## config.mk

```make
export PLATFORM = sky130hd
export DESIGN_NAME = layer_sel_ctrl
export DESIGN_NICKNAME = d
export VERILOG_FILES = /design/src/rtl/layer_sel_ctrl.sv
export SDC_FILE = /design/constraint.sdc
export NUM_CORES = 1
export LEC_CHECK = 0
export ABC_AREA = 1
export CORE_MARGIN = 2
export CORE_UTILIZATION = 50
export DETAILED_ROUTE_END_ITERATION = 8
export GPL_ROUTABILITY_DRIVEN = 0
export GPL_TIMING_DRIVEN = 1
export PLACE_DENSITY = 0.73
export SETUP_SLACK_MARGIN = 0.1
export SLEW_MARGIN = 20
export SYNTH_ARGS = -nofsm -noshare
export SYNTH_HDL_FRONTEND = slang
export SYNTH_SLANG_ARGS = --single-unit
```

## constraint.sdc

```tcl
create_clock -name i_pclk -period 2.8 [get_ports i_pclk]
set_input_delay 0.42 -clock i_pclk [delete_from_list [all_inputs] [get_ports i_pclk]]
set_output_delay 0.42 -clock i_pclk [all_outputs]
set_load 0.02 [all_outputs]
```

## src/rtl/layer_sel_ctrl.sv

```systemverilog
// Layer select controller: double-buffered sprite positions plus a two-stage
// pixel pipeline that picks the visible layer (sprite or map tile) and the
// pixel offset inside the selected 32x32 image.
module layer_sel_ctrl #(
  parameter int unsigned TILE_LOG2 = 5
) (
  input  logic                     i_pclk,
  input  logic                     i_rst,
  input  logic [10:0]              i_hcount,
  input  logic [10:0]              i_vcount,
  input  logic                     i_hblnk,
  input  logic                     i_vblnk,
  input  logic                     i_pos_vld,
  input  logic [21:0]              i_plr1_xy,
  input  logic [21:0]              i_plr2_xy,
  input  logic [21:0]              i_bomb_xy,
  input  logic [21:0]              i_expl_xy,
  input  logic [3:0]               i_spr_en,
  output logic [9:0]               o_map_addr,
  input  logic [1:0]               i_map_data,
  output logic [2:0]               o_sel,
  output logic [2*TILE_LOG2-1:0]   o_rom_addr,
  output logic                     o_hblnk,
  output logic                     o_vblnk,
  output logic                     o_frame_upd
);

  localparam int unsigned OFFW = 2 * TILE_LOG2;
  localparam logic [11:0] TILE = 12'(1) << TILE_LOG2;

  typedef enum logic [2:0] {
    SEL_PATH = 3'b000,
    SEL_OBS1 = 3'b001,
    SEL_OBS2 = 3'b010,
    SEL_BOMB = 3'b011,
    SEL_EXPL = 3'b100,
    SEL_PLR1 = 3'b101,
    SEL_PLR2 = 3'b110,
    SEL_NONE = 3'b111
  } sel_e;

  // Sprite index matches the i_spr_en bit: 0 bomb, 1 expl, 2 plr2, 3 plr1.
  logic [21:0]     in_xy   [4];
  logic [21:0]     pend_xy [4];
  logic [21:0]     shd_xy  [4];
  logic [3:0]      pend_en;
  logic [3:0]      shd_en;
  logic            pend_flag;
  logic            vblnk_prev;
  logic            vb_start;

  logic [11:0]     hc;
  logic [11:0]     vc;
  logic [3:0]      hit;
  logic [OFFW-1:0] spr_off [4];

  logic [3:0]      s1_hit;
  logic [OFFW-1:0] s1_off  [4];
  logic [OFFW-1:0] s1_toff;
  logic            s1_hblnk;
  logic            s1_vblnk;

  sel_e            nxt_sel;
  logic [OFFW-1:0] nxt_rom;

  assign vb_start = i_vblnk & ~vblnk_prev;
  assign hc       = {1'b0, i_hcount};
  assign vc       = {1'b0, i_vcount};

  // Gather sprite position inputs into an indexable array
  always_comb begin
    in_xy[0] = i_bomb_xy;
    in_xy[1] = i_expl_xy;
    in_xy[2] = i_plr2_xy;
    in_xy[3] = i_plr1_xy;
  end

  // Pending/shadow position registers; shadow only moves at vblank start.
  // A strobe coinciding with vblank start goes straight to shadow, leaving
  // the pending flag clear so the next vblank does not update again.
  always_ff @(posedge i_pclk) begin
    if (!i_rst) begin
      vblnk_prev  <= 1'b1;
      pend_en     <= '0;
      pend_flag   <= 1'b0;
      shd_en      <= '0;
      o_frame_upd <= 1'b0;
      for (int unsigned i = 0; i < 4; i++) begin
        pend_xy[i] <= '0;
        shd_xy[i]  <= '0;
      end
    end else begin
      vblnk_prev  <= i_vblnk;
      o_frame_upd <= 1'b0;
      if (i_pos_vld) begin
        pend_en <= i_spr_en;
        for (int unsigned i = 0; i < 4; i++) pend_xy[i] <= in_xy[i];
      end
      if (vb_start) begin
        pend_flag <= 1'b0;
        if (i_pos_vld) begin
          shd_en      <= i_spr_en;
          o_frame_upd <= 1'b1;
          for (int unsigned i = 0; i < 4; i++) shd_xy[i] <= in_xy[i];
        end else if (pend_flag) begin
          shd_en      <= pend_en;
          o_frame_upd <= 1'b1;
          for (int unsigned i = 0; i < 4; i++) shd_xy[i] <= pend_xy[i];
        end
      end else if (i_pos_vld) begin
        pend_flag <= 1'b1;
      end
    end
  end

  // Per-sprite hit test and image offset; 12-bit math keeps x+32 from wrapping
  always_comb begin
    hit = '0;
    for (int unsigned i = 0; i < 4; i++) begin
      logic [11:0] sx, sy, dx, dy;
      sx = {1'b0, shd_xy[i][21:11]};
      sy = {1'b0, shd_xy[i][10:0]};
      dx = hc - sx;
      dy = vc - sy;
      hit[i] = shd_en[i] && (hc >= sx) && (hc < sx + TILE)
                         && (vc >= sy) && (vc < sy + TILE);
      spr_off[i] = {dy[TILE_LOG2-1:0], dx[TILE_LOG2-1:0]};
    end
  end

  // Stage 1: map address, hits, offsets and blanking
  always_ff @(posedge i_pclk) begin
    if (!i_rst) begin
      o_map_addr <= '0;
      s1_hit     <= '0;
      s1_toff    <= '0;
      s1_hblnk   <= 1'b1;
      s1_vblnk   <= 1'b1;
      for (int unsigned i = 0; i < 4; i++) s1_off[i] <= '0;
    end else begin
      o_map_addr <= {i_vcount[TILE_LOG2+4:TILE_LOG2], i_hcount[TILE_LOG2+4:TILE_LOG2]};
      s1_hit     <= hit;
      s1_toff    <= {i_vcount[TILE_LOG2-1:0], i_hcount[TILE_LOG2-1:0]};
      s1_hblnk   <= i_hblnk;
      s1_vblnk   <= i_vblnk;
      for (int unsigned i = 0; i < 4; i++) s1_off[i] <= spr_off[i];
    end
  end

  // Fixed-priority layer pick: plr1 > plr2 > expl > bomb > map tile
  always_comb begin
    nxt_sel = SEL_NONE;
    nxt_rom = '0;
    if (!(s1_hblnk || s1_vblnk)) begin
      if (s1_hit[3]) begin
        nxt_sel = SEL_PLR1;
        nxt_rom = s1_off[3];
      end else if (s1_hit[2]) begin
        nxt_sel = SEL_PLR2;
        nxt_rom = s1_off[2];
      end else if (s1_hit[1]) begin
        nxt_sel = SEL_EXPL;
        nxt_rom = s1_off[1];
      end else if (s1_hit[0]) begin
        nxt_sel = SEL_BOMB;
        nxt_rom = s1_off[0];
      end else begin
        case (i_map_data)
          2'd0: begin nxt_sel = SEL_PATH; nxt_rom = s1_toff; end
          2'd1: begin nxt_sel = SEL_OBS1; nxt_rom = s1_toff; end
          2'd2: begin nxt_sel = SEL_OBS2; nxt_rom = s1_toff; end
          default: begin nxt_sel = SEL_NONE; nxt_rom = '0; end
        endcase
      end
    end
  end

  // Stage 2: registered select, ROM address and aligned blanking
  always_ff @(posedge i_pclk) begin
    if (!i_rst) begin
      o_sel      <= SEL_NONE;
      o_rom_addr <= '0;
      o_hblnk    <= 1'b1;
      o_vblnk    <= 1'b1;
    end else begin
      o_sel      <= nxt_sel;
      o_rom_addr <= nxt_rom;
      o_hblnk    <= s1_hblnk;
      o_vblnk    <= s1_vblnk;
    end
  end

endmodule

```

==> impl_metrics.toml <==
[status]
outcome = "complete, no violations"

[pwr]
ir_drop_mv = 0.417
switchingPower_w = 0.00243
powerDensity_nw_per_um2 = 545
p_comb_share_pct = 13.8
total_power_w = 0.00965
p_seq_share_pct = 47.5
p_clk_share_pct = 38.6
p_sw_share_pct = 25.2
p_int_w = 0.00722
leakage_nw = 7.97

[die]
design.die.area_um2 = 31000
die_h_um = 176
start_util_pct = 51.1
pin_count = 147
num_rows = 62
fp.coreArea_um2 = 28900
chipWidth_um = 176

[clock_network]
hold_buffers = 0
cts_buffers = 28
cts_sinks = 267
cts_tree = "built"
clockBufferDepth = 3
cts_setup_buffers = 0
cts.htree.levels = 1
cts_resized = 0
clkTransAtPathRegs_ns = 0.06
clock_latency_ns = 0.55
cts_root_buffer = "clkbuf_16"

[synth]
postSynth.asyncResetShare_pct = 0
synthDistinctLibCells = 41
mappedNetlistArea_um2 = 14800
seq_area_frac_synth_pct = 48.1
ys.flop_type = "edfxtp_1"
syn-instance-count = 1686
ys_ff_latch = 267
yosysWarnings = 0
synth_nets = 1959
avgSynthCellArea_um2 = 8.77
synth_edf_count = 176

[critical_path]
path_max_fanout = 4
r2r.worst_path.cells = 12
end_kind = "flip-flop"
required_ns = 3.28
path_cells = "clkdlybuf4s50_1 > inv_1 > ha_1 > inv_1 > fa_1 > nand2_1 > nand2_1 > nand3_1 > nand2_1 > nand2_1 > nand2_1 > nand2_1 > nand2_1 > nor2_1"
cp-startpoint = "i_hcount[0]"
rr_startpoint = "shd_xy[0][16]"
critPathKind = "input port to flip-flop"
path_delay_family = "buffers and inverters"
rr_endpoint = "s1_hit[0]"
critPathSlowestCell = "clkdlybuf4s50_1"
crit_top_cell = "nand2_1"
crit_path_max_incr_delay_ns = 0.46
path_depth = 14
rrSetupSlack_ns = 0.84
crit_path_start_kind = "input port"
crit_end = "s1_hit[2]"
crit_arrival_ns = 2.47
path_buf_inv = 3

[min_path]
hp-class = "input port to flip-flop"

[grt]
grt_pass1_wl_um = 56600
grt_pass1_vias = 11300
grt_overflow = 0
grtUsageTotal_pct = 23.2
antenna_found_initial = 0
grt_max_degree = 89

[cells_and_area]
fin_area_um2 = 17700
area_growth_pct = 19.6
layout_common_cells = "nand2_1 (309), inv_1 (265), nor2_1 (236)"
num-nets-final = 2114
fill_cells = 2437
layout_commonest_cell = "nand2_1"
diodes = 0
multi_input_area_um2 = 6410
fin_cells = 2247
layout-drive-gt1-share_pct = 5.53
seq_area_um2 = 7110

[placed_design]
place_ws_ns = 0.296
dp_cells = 2195
port-buffer-count = 146
dpl_cell_area_um2 = 16700
place_hpwl_um = 25600

[sta]
hold_viol = 0
period_share_pct = 70.8
relSlewSlack_pct = 56.3
setup_viol = 0
rsz0062_at_grt = "false"
report.final.slew_viol_count = 0
finalClockSkew_ns = 0.0144
worst_pin_slew_ns = 0.654
finalSetupTns_ns = 0
period_minus_slack_ns = 1.98
fmax_ghz = 0.504
fin_ws_ns = 0.817

[flow_run]
drv_cap = 0

[routing]
ant_nets = 0
wirelength_um = 35700
vias = 11600
drc = 0
dr.pass1.iters = 7
drtIter0Drc = 877
vias_per_cell = 5.16
drt-wirelength-per-cell_um = 15.9
layer usage:
| metal | share of wire, % | global-route usage (%) | vias up |
|---|---|---|---|
| li1 | - | - | 5831 |
| met1 | 44 | 30.2 | 5312 |
| met2 | 45 | 38.4 | 382 |
| met3 | 8.3 | 5.38 | 73 |
| met4 | 3.2 | 7.54 | 0 |
| met5 | 0 | 0 | - |
state kept, by name, summed over array words and instances (netlist names), 3 cells and up:
signal,count
pend_xy,88
pend_en,4
shd_xy,88
s1_hit,4
o_map_addr,10
o_rom_addr,10
shd_en,4
s1_toff,10
o_sel,3
s1_off,40
layout make-up:
| cell class | instances | area share (%) |
|---|---|---|
| Multi-Input combinational cell | 1100 | 36.3 |
| Inverter | 270 | 5.73 |
| Clock buffer | 41 | 4.99 |
| Sequential cell | 267 | 40.2 |
| Timing Repair Buffer | 174 | 9.71 |
| Clock inverter | 11 | 0.396 |
| Tap cell | 384 | 2.72 |
synthesized netlist by cell type (4+ instances only):
cell type / instances / area (um2)
buf_6: 4 / 45.0
nand2_1: 310 / 1160
o21ai_0: 57 / 285
nand4_1: 11 / 68.8
inv_1: 264 / 991
nand3_1: 80 / 400
o221ai_1: 8 / 70.1
xnor2_1: 8 / 70.1
edfxtp_1: 176 / 5290
o31ai_1: 22 / 165
a21o_1: 4 / 30.0
nor2_1: 236 / 886
ha_1: 144 / 1800
o21a_1: 9 / 67.6
inv_2: 5 / 18.8
dfxtp_1: 91 / 1820
nor2_4: 4 / 45.0
o21ai_1: 18 / 90.1
buf_4: 8 / 60.1
xor2_1: 27 / 236
nand3b_1: 6 / 45.0
nor3_1: 16 / 80.1
clkbuf_1: 22 / 82.6
a21oi_1: 92 / 460
fa_1: 8 / 160
buf_2: 15 / 75.1
or2_2: 9 / 56.3
and3_1: 11 / 68.8
metrics by stage:
stage               hold WS, ns  utilization [%]
global route              0.413             61.1
floorplan                 0.404                -
detailed placement        0.436             57.8
CTS                       0.378             61.1
global placement          0.434             57.8
finish                    0.408             61.1
worst min path at each step:
stage | start | cells past startpoint | to | slack [ns]
after floorplan | s1_off[3][2] | 2 | o_rom_addr[2] | 0.40
after global placement | s1_hblnk | 1 | o_hblnk | 0.43
after detailed placement | s1_hblnk | 1 | o_hblnk | 0.44
after CTS | i_rst | 3 | o_frame_upd | 0.38
after global routing | i_rst | 3 | o_frame_upd | 0.41
final | i_rst | 3 | o_frame_upd | 0.41
cells by family after synthesis:
family	Yosys count	synth area share (%)
simple gates	690	19.3
compound gates	221	8.50
buf+inv	319	8.63
flops	267	48.1
xor+xnor	35	2.07
fa+ha+maj	152	13.3
mux	2	0.135
worst reg2reg max path, cell delays in order (launching register included):
cell and delay (ns):
edfxtp_1 0.46, ha_1 0.31, xnor2_1 0.16, ha_1 0.29, nand2_1 0.09, inv_1 0.04
a21oi_1 0.22, nand2_1 0.08, nand2_1 0.06, nand2_1 0.04, nand2_1 0.06, nand2_1 0.05
nor2_1 0.07
power by group through the flow:
stage	clock network [W]	registers [W]	logic, W
finish	0.00373	0.00459	0.00133
global route	0.00394	0.00461	0.00151
CTS	0.00379	0.00458	0.00133
detailed placement	0	0.00467	0.00131
global placement	0	0.00466	0.00127
floorplan	0	0.00463	0.000801
Note: power is estimated with default switching activity, not from simulation.
